[src/rtl/rv32_pkg.sv]
// Shared constants for the RV32I execute-slice: FS codes, flag positions, sizes.
package rv32_pkg;

  localparam int XLEN = 32;
  localparam int NREG = 32;

  // FS = {funct3, funct7[5]}; the odd code of each pair aliases the even one
  // except for SUB (0001) and SRA (1011).
  localparam logic [3:0] FS_ADD  = 4'b0000;
  localparam logic [3:0] FS_SUB  = 4'b0001;
  localparam logic [3:0] FS_SLL  = 4'b0010;
  localparam logic [3:0] FS_SLT  = 4'b0100;
  localparam logic [3:0] FS_SLTU = 4'b0110;
  localparam logic [3:0] FS_XOR  = 4'b1000;
  localparam logic [3:0] FS_SRL  = 4'b1010;
  localparam logic [3:0] FS_SRA  = 4'b1011;
  localparam logic [3:0] FS_OR   = 4'b1100;
  localparam logic [3:0] FS_AND  = 4'b1110;

  localparam int FLAG_Z = 3;
  localparam int FLAG_C = 2;
  localparam int FLAG_N = 1;
  localparam int FLAG_V = 0;

endpackage

[src/rtl/FunctionUnit.sv]
// Combinational RV32I ALU: result plus ZCNV flags (C/V only for ADD/SUB).
module FunctionUnit
  import rv32_pkg::*;
(
  input  logic [XLEN-1:0] A,
  input  logic [XLEN-1:0] B,
  input  logic [3:0]      FS,
  output logic [XLEN-1:0] S,
  output logic [3:0]      ZCNVFlags
);

  logic            is_sub;
  logic [XLEN-1:0] b_op;
  logic [XLEN:0]   sum;
  logic [4:0]      shamt;
  logic            lt_s;
  logic            lt_u;
  logic            c_flag;
  logic            v_flag;

  assign is_sub = (FS == FS_SUB);
  assign shamt  = B[4:0];
  assign lt_s   = $signed(A) < $signed(B);
  assign lt_u   = A < B;

  // shared adder: SUB is A + ~B + 1, so carry out means "no borrow"
  always_comb begin
    b_op = is_sub ? ~B : B;
    sum  = {1'b0, A} + {1'b0, b_op} + {{XLEN{1'b0}}, is_sub};
  end

  // result select
  always_comb begin
    S = '0;
    case (FS)
      FS_ADD, FS_SUB:                 S = sum[XLEN-1:0];
      FS_SLL, FS_SLL | 4'b0001:       S = A << shamt;
      FS_SLT, FS_SLT | 4'b0001:       S = {{(XLEN-1){1'b0}}, lt_s};
      FS_SLTU, FS_SLTU | 4'b0001:     S = {{(XLEN-1){1'b0}}, lt_u};
      FS_XOR, FS_XOR | 4'b0001:       S = A ^ B;
      FS_SRL:                         S = A >> shamt;
      FS_SRA:                         S = $unsigned($signed(A) >>> shamt);
      FS_OR, FS_OR | 4'b0001:         S = A | B;
      FS_AND, FS_AND | 4'b0001:       S = A & B;
      default:                        S = '0;
    endcase
  end

  // flags: overflow when both adder inputs agree in sign and the result does not
  always_comb begin
    c_flag = 1'b0;
    v_flag = 1'b0;
    if (FS == FS_ADD || is_sub) begin
      c_flag = sum[XLEN];
      v_flag = (A[XLEN-1] == b_op[XLEN-1]) && (sum[XLEN-1] != A[XLEN-1]);
    end
    ZCNVFlags         = '0;
    ZCNVFlags[FLAG_Z] = (S == '0);
    ZCNVFlags[FLAG_C] = c_flag;
    ZCNVFlags[FLAG_N] = S[XLEN-1];
    ZCNVFlags[FLAG_V] = v_flag;
  end

endmodule

[src/rtl/pipeline_reg.sv]
// Plain D register with async active-low clear; loads every cycle.
module pipeline_reg #(
  parameter int WIDTH = 32
) (
  input  logic             clk,
  input  logic             rst,
  input  logic [WIDTH-1:0] d,
  output logic [WIDTH-1:0] q
);

  logic [WIDTH-1:0] q_q;
  logic [WIDTH-1:0] q_d;

  // next value is simply the input
  always_comb begin
    q_d = d;
  end

  // state register, cleared asynchronously
  always_ff @(posedge clk or negedge rst) begin
    if (!rst) q_q <= '0;
    else      q_q <= q_d;
  end

  assign q = q_q;

endmodule

[src/rtl/regfile.sv]
// 32x32 register file, x0 hardwired to zero, two async read ports with
// write-first bypass so a WB write is seen by ID in the same cycle.
module regfile
  import rv32_pkg::*;
(
  input  logic            clk,
  input  logic            rst,
  input  logic [4:0]      rd_addr0,
  input  logic [4:0]      rd_addr1,
  output logic [XLEN-1:0] rd_dout0,
  output logic [XLEN-1:0] rd_dout1,
  input  logic [4:0]      wr_addr0,
  input  logic [XLEN-1:0] wr_din0,
  input  logic            we0
);

  logic [XLEN-1:0] regs_q [NREG];
  logic [XLEN-1:0] regs_d [NREG];
  logic            wr_ok;

  assign wr_ok = we0 && (wr_addr0 != 5'd0);

  // next array contents: one entry updated on a valid write, x0 pinned to 0
  always_comb begin
    regs_d = regs_q;
    if (wr_ok) regs_d[wr_addr0] = wr_din0;
    regs_d[0] = '0;
  end

  // array storage; reset clears every entry and drops any write on that edge
  always_ff @(posedge clk or negedge rst) begin
    if (!rst) begin
      for (int i = 0; i < NREG; i++) regs_q[i] <= '0;
    end else begin
      regs_q <= regs_d;
    end
  end

  // read ports: x0 -> 0, same-cycle write -> bypass, else array
  always_comb begin
    if (rd_addr0 == 5'd0)                rd_dout0 = '0;
    else if (wr_ok && wr_addr0 == rd_addr0) rd_dout0 = wr_din0;
    else                                 rd_dout0 = regs_q[rd_addr0];

    if (rd_addr1 == 5'd0)                rd_dout1 = '0;
    else if (wr_ok && wr_addr1_match(rd_addr1)) rd_dout1 = wr_din0;
    else                                 rd_dout1 = regs_q[rd_addr1];
  end

  function automatic logic wr_addr1_match(input logic [4:0] ra);
    return wr_addr0 == ra;
  endfunction

endmodule

[src/rtl/rv32_exec_units.sv]
// ID/EX slice: register file, ID/EX operand registers and the EX function unit.
module rv32_exec_units
  import rv32_pkg::*;
(
  input  logic            clk,
  input  logic            rst,
  input  logic [4:0]      rd_addr0,
  input  logic [4:0]      rd_addr1,
  output logic [XLEN-1:0] rd_dout0,
  output logic [XLEN-1:0] rd_dout1,
  output logic [XLEN-1:0] rs1_ex,
  output logic [XLEN-1:0] rs2_ex,
  input  logic [4:0]      wr_addr0,
  input  logic [XLEN-1:0] wr_din0,
  input  logic            we0,
  input  logic [XLEN-1:0] A,
  input  logic [XLEN-1:0] B,
  input  logic [3:0]      FS,
  output logic [XLEN-1:0] S,
  output logic [3:0]      ZCNVFlags
);

  regfile u_regfile (
    .clk      (clk),
    .rst      (rst),
    .rd_addr0 (rd_addr0),
    .rd_addr1 (rd_addr1),
    .rd_dout0 (rd_dout0),
    .rd_dout1 (rd_dout1),
    .wr_addr0 (wr_addr0),
    .wr_din0  (wr_din0),
    .we0      (we0)
  );

  pipeline_reg #(.WIDTH(XLEN)) u_rs1_ex (
    .clk (clk),
    .rst (rst),
    .d   (rd_dout0),
    .q   (rs1_ex)
  );

  pipeline_reg #(.WIDTH(XLEN)) u_rs2_ex (
    .clk (clk),
    .rst (rst),
    .d   (rd_dout1),
    .q   (rs2_ex)
  );

  FunctionUnit u_fu (
    .A         (A),
    .B         (B),
    .FS        (FS),
    .S         (S),
    .ZCNVFlags (ZCNVFlags)
  );

endmodule

[config.mk]
export PLATFORM = sky130hd
export DESIGN_NAME = rv32_exec_units
export DESIGN_NICKNAME = d
export VERILOG_FILES = /design/src/rtl/rv32_pkg.sv /design/src/rtl/FunctionUnit.sv /design/src/rtl/pipeline_reg.sv /design/src/rtl/regfile.sv /design/src/rtl/rv32_exec_units.sv
export SDC_FILE = /design/constraint.sdc
export NUM_CORES = 2
export LEC_CHECK = 0
export BUFFER_PORTS_ARGS = -buffer_cell sky130_fd_sc_hd__buf_4
export CORE_ASPECT_RATIO = 1.1
export CORE_MARGIN = 2
export CORE_UTILIZATION = 40
export CTS_CLUSTER_DIAMETER = 150
export CTS_CLUSTER_SIZE = 20
export DETAILED_ROUTE_END_ITERATION = 8
export GPL_TIMING_DRIVEN = 0
export PLACE_DENSITY = 0.57
export SLEW_MARGIN = 10
export SYNTH_ARGS = -nofsm -noshare
export SYNTH_HDL_FRONTEND = slang
export SYNTH_SLANG_ARGS = --single-unit
[constraint.sdc]
create_clock -name clk -period 5.4 [get_ports clk]
set_clock_uncertainty 0.2 [all_clocks]
set_input_delay 0.81 -clock clk [delete_from_list [all_inputs] [get_ports clk]]
set_output_delay 0.81 -clock clk [all_outputs]
set_load 0.03 [all_outputs]
==> flow_summary.ini <==
[logic_synthesis]
yosysMostFrequentCell = mux2_2
synth.top_cell.area_share_pct = 41.32
async_flop_share_pct = 100.0
ys_dominant_reg_cell = dfrtp_1
yosys_warnings = 0
synth_area_mm2 = 0.06395
avgSynthCellArea_um2 = 13.47
ys_ff_latch = 1056
yosys-top-cells-count = mux2_2 (1,081), dfrtp_1 (1,056), mux4_2 (585)
synth_edf_count = 0
synth_area_leader_cell = dfrtp_1
synth_area_leaders = dfrtp_1 (41%), mux4_2 (21%), mux2_2 (19%)
ys_types = 81
synthCells = 4747
yosysSeqAreaShare_pct = 41.32
syn_nets = 4994

[placement]
place_congestion = 1.008
io_buffers = 271
dpl_worst_slack_ps = -1804
place_hpwl_um = 179400
postPlaceCellArea_mm2 = 0.06910

[worst_setup_path]
arrival_ps = 4920
crit_buf_inv = 4
cp_common_cell = clkbuf_1
cpMaxStageDelayCell = or4_1
worstPathCellList = buf_8, clkbuf_1, and3b_1, clkbuf_1, nand2_1, o21ai_0, or4_1, a2111oi_2, nand3_2, and4bb_1, nand4_1, nor4_4, buf_4
end_kind = output pin
cp-start-kind = input pin
cp_max_fo = 10
path_class = input pin to output pin
critPathRequiredTime_ps = 4390
critical-path-top-delay-family = simple AND/OR/NAND/NOR gates
max_stage_delay_ps = 610

[die]
start_util_pct = 40.35
die_w_um = 385.2
rows = 153
die_y_um = 423.4
num_io_pins = 282
die-area_mm2 = 0.1631
core_area_mm2 = 0.1585

[timing]
setup_ws_ps = -531.3
setup_viol = 5
period_share_pct = 109.8
finalHoldViolations = 0
slew_violations = 0
fin_crit_ps = 5931
slew_headroom_pct = 7.553
fmaxAchievable_ghz = 0.1686
rsz0062_at_grt = yes
worst-slew-pin-transition_ps = 1387
timing.hold.ws_ps = 159.5

[clock_tree]
numCtsBuffers = 58
path_clk_slew_ps = 90
cts_tree = yes
clkSinkCount = 1056
clk_latency_ps = 720
cts.path.max_buffers = 3
root_buffer = clkbuf_16
htreeDepth = 2

[routing]
drc = 0
routed-via-count = 47500
first_iter_violations = 5407
wl_per_cell_um = 35.36
ant_nets = 0
first_pass_iters = 6
totalWireLength_um = 255300
viasPerCell = 6.578

[global_routing]
grt_pass1_vias = 47330
grt_antenna_before_repair = 15
grt_start_max_net_pins = 163
globalRoute.totalOverflow = 0
grt_pass1_wl_um = 357100
grt_usage_pct = 30.90

[final_layout]
design_area_mm2 = 0.07212
finish.utilization_pct = 45.50
regArea_mm2 = 0.02643
fin_nets = 5369
fill_cells = 14500
syn2layout_area_growth_pct = 12.76
drive_gt1_share_pct = 46.17
multi_input_area_mm2 = 0.03615

[pwr]
powerDensity_mw_per_mm2 = 311.9
leakagePower_uw = 0.03064
p_total_uw = 22490
ir_drop_mv = 0.2756

[flow_run]
drv_cap = 0

[min_path]
hold_path.class = input pin to flip-flop

[outcome]
violations = negative setup slack
status = finished with violations
power breakdown:
part	total (uW)	switching [uW]	internal, uW
Combinational	7230	3530	3710
Clock	4740	2810	1930
Sequential	10500	1060	9470
Total	22500	7390	15100
sequential cells by signal, indices dropped and copies added (netlist names):
register          count
u_regfile.regs_q    992
u_rs1_ex.q           32
u_rs2_ex.q           32
logic make-up (layout without fill, tap and decap cells):
logic type	count (synthesis)	after routing	synth area share [%]
multiplexers	1802	1802	41.76
flip-flops	1056	1056	41.32
AO/OA/AOI/OAI	586	586	6.186
buffers and inverters	568	946	3.412
AND/OR/NAND/NOR	544	544	3.934
adder cells (fa/ha/maj)	129	129	2.536
XOR/XNOR	62	62	0.8491
other	0	5	0
cells in the final DEF, fill, tap and decap left out, types with 11 or more instances in the layout:
cell | netlist | routed
clkbuf_2 | 0 | 86
nand3_1 | 29 | 27
inv_1 | 81 | 80
a22oi_1 | 13 | 13
nand4_1 | 18 | 18
nand2b_1 | 17 | 17
nand2_1 | 195 | 194
clkbuf_1 | 299 | 189
a2111oi_0 | 34 | 25
o221ai_1 | 11 | 11
a21oi_2 | 0 | 12
o22ai_1 | 20 | 20
clkbuf_16 | 0 | 63
o21ai_1 | 4 | 25
buf_4 | 5 | 329
nor2_1 | 158 | 152
a211oi_1 | 26 | 22
a21o_1 | 12 | 12
a22o_1 | 37 | 37
mux2i_1 | 136 | 132
nor2b_1 | 17 | 16
ha_4 | 0 | 16
and2_1 | 15 | 13
clkbuf_4 | 0 | 15
a221oi_1 | 41 | 38
nor3_1 | 28 | 23
a21oi_1 | 128 | 113
buf_6 | 1 | 11
mux2_2 | 1081 | 1081
buf_1 | 159 | 94
buf_2 | 19 | 39
dfrtp_1 | 1056 | 1056
xnor2_1 | 50 | 42
ha_1 | 128 | 110
o21ai_0 | 133 | 106
o211ai_1 | 31 | 31
mux4_2 | 585 | 585
cell type report:
class / count / area share (%)
buffer: 465 / 3.201
multi-input combinational: 3123 / 50.13
timing repair buffer: 333 / 3.810
antenna: 5 / 0.01735
clock inverter: 4 / 0.08328
sequential: 1056 / 36.64
clock buffer: 59 / 2.018
tap: 2092 / 3.630
inverter: 85 / 0.4702
through the flow:
step	std cells	TNS [ps]
2_1_floorplan	4747	-238.6
3_3_place_gp	7110	-
3_5_place_dp	7127	-79410
4_1_cts	7197	-530.2
5_1_grt	7218	-640.1
6_report	7222	-727.5
metal layers:
layer  vias to the layer above  GRT usage, %  share of wire [%]
li1                      18920             -                  -
met1                     25260         41.01                 40
met2                      2646         47.28                 45
met3                       669         8.453                9.6
met4                        16         13.82                5.5
met5                         -             0              0.042
path summary, 6_finish.rpt:
| path | slack [ps] | end | cells past startpoint | from |
|---|---|---|---|---|
| setup / recovery | -530 | ZCNVFlags[3] | 13 | FS[1] |
| hold / removal | 160 | u_regfile.regs_q[569]$_DFFE_PN0P_ | 2 | wr_din0[25] |
| setup reg to reg | 2980 | u_rs2_ex.q[23]$_DFF_PN0_ | 5 | u_regfile.regs_q[471]$_DFFE_PN0P_ |
| hold reg to reg | 330 | u_regfile.regs_q[817]$_DFFE_PN0P_ | 1 | u_regfile.regs_q[817]$_DFFE_PN0P_ |
| max in group asynchronous | 2020 | u_regfile.regs_q[199]$_DFFE_PN0P_ | 5 | rst |
| min in group asynchronous | 430 | u_regfile.regs_q[570]$_DFFE_PN0P_ | 2 | rst |
timing repair:
action / CTS / global route
resized for setup: 218 / 138
hold endpoints to repair: 92 / 0
pin swaps: 31 / 53
hold buffers: 1 / 0
setup endpoints to repair: 98 / 44
buffers inserted: 23 / 21
Note: power is estimated with default switching activity, not from simulation.
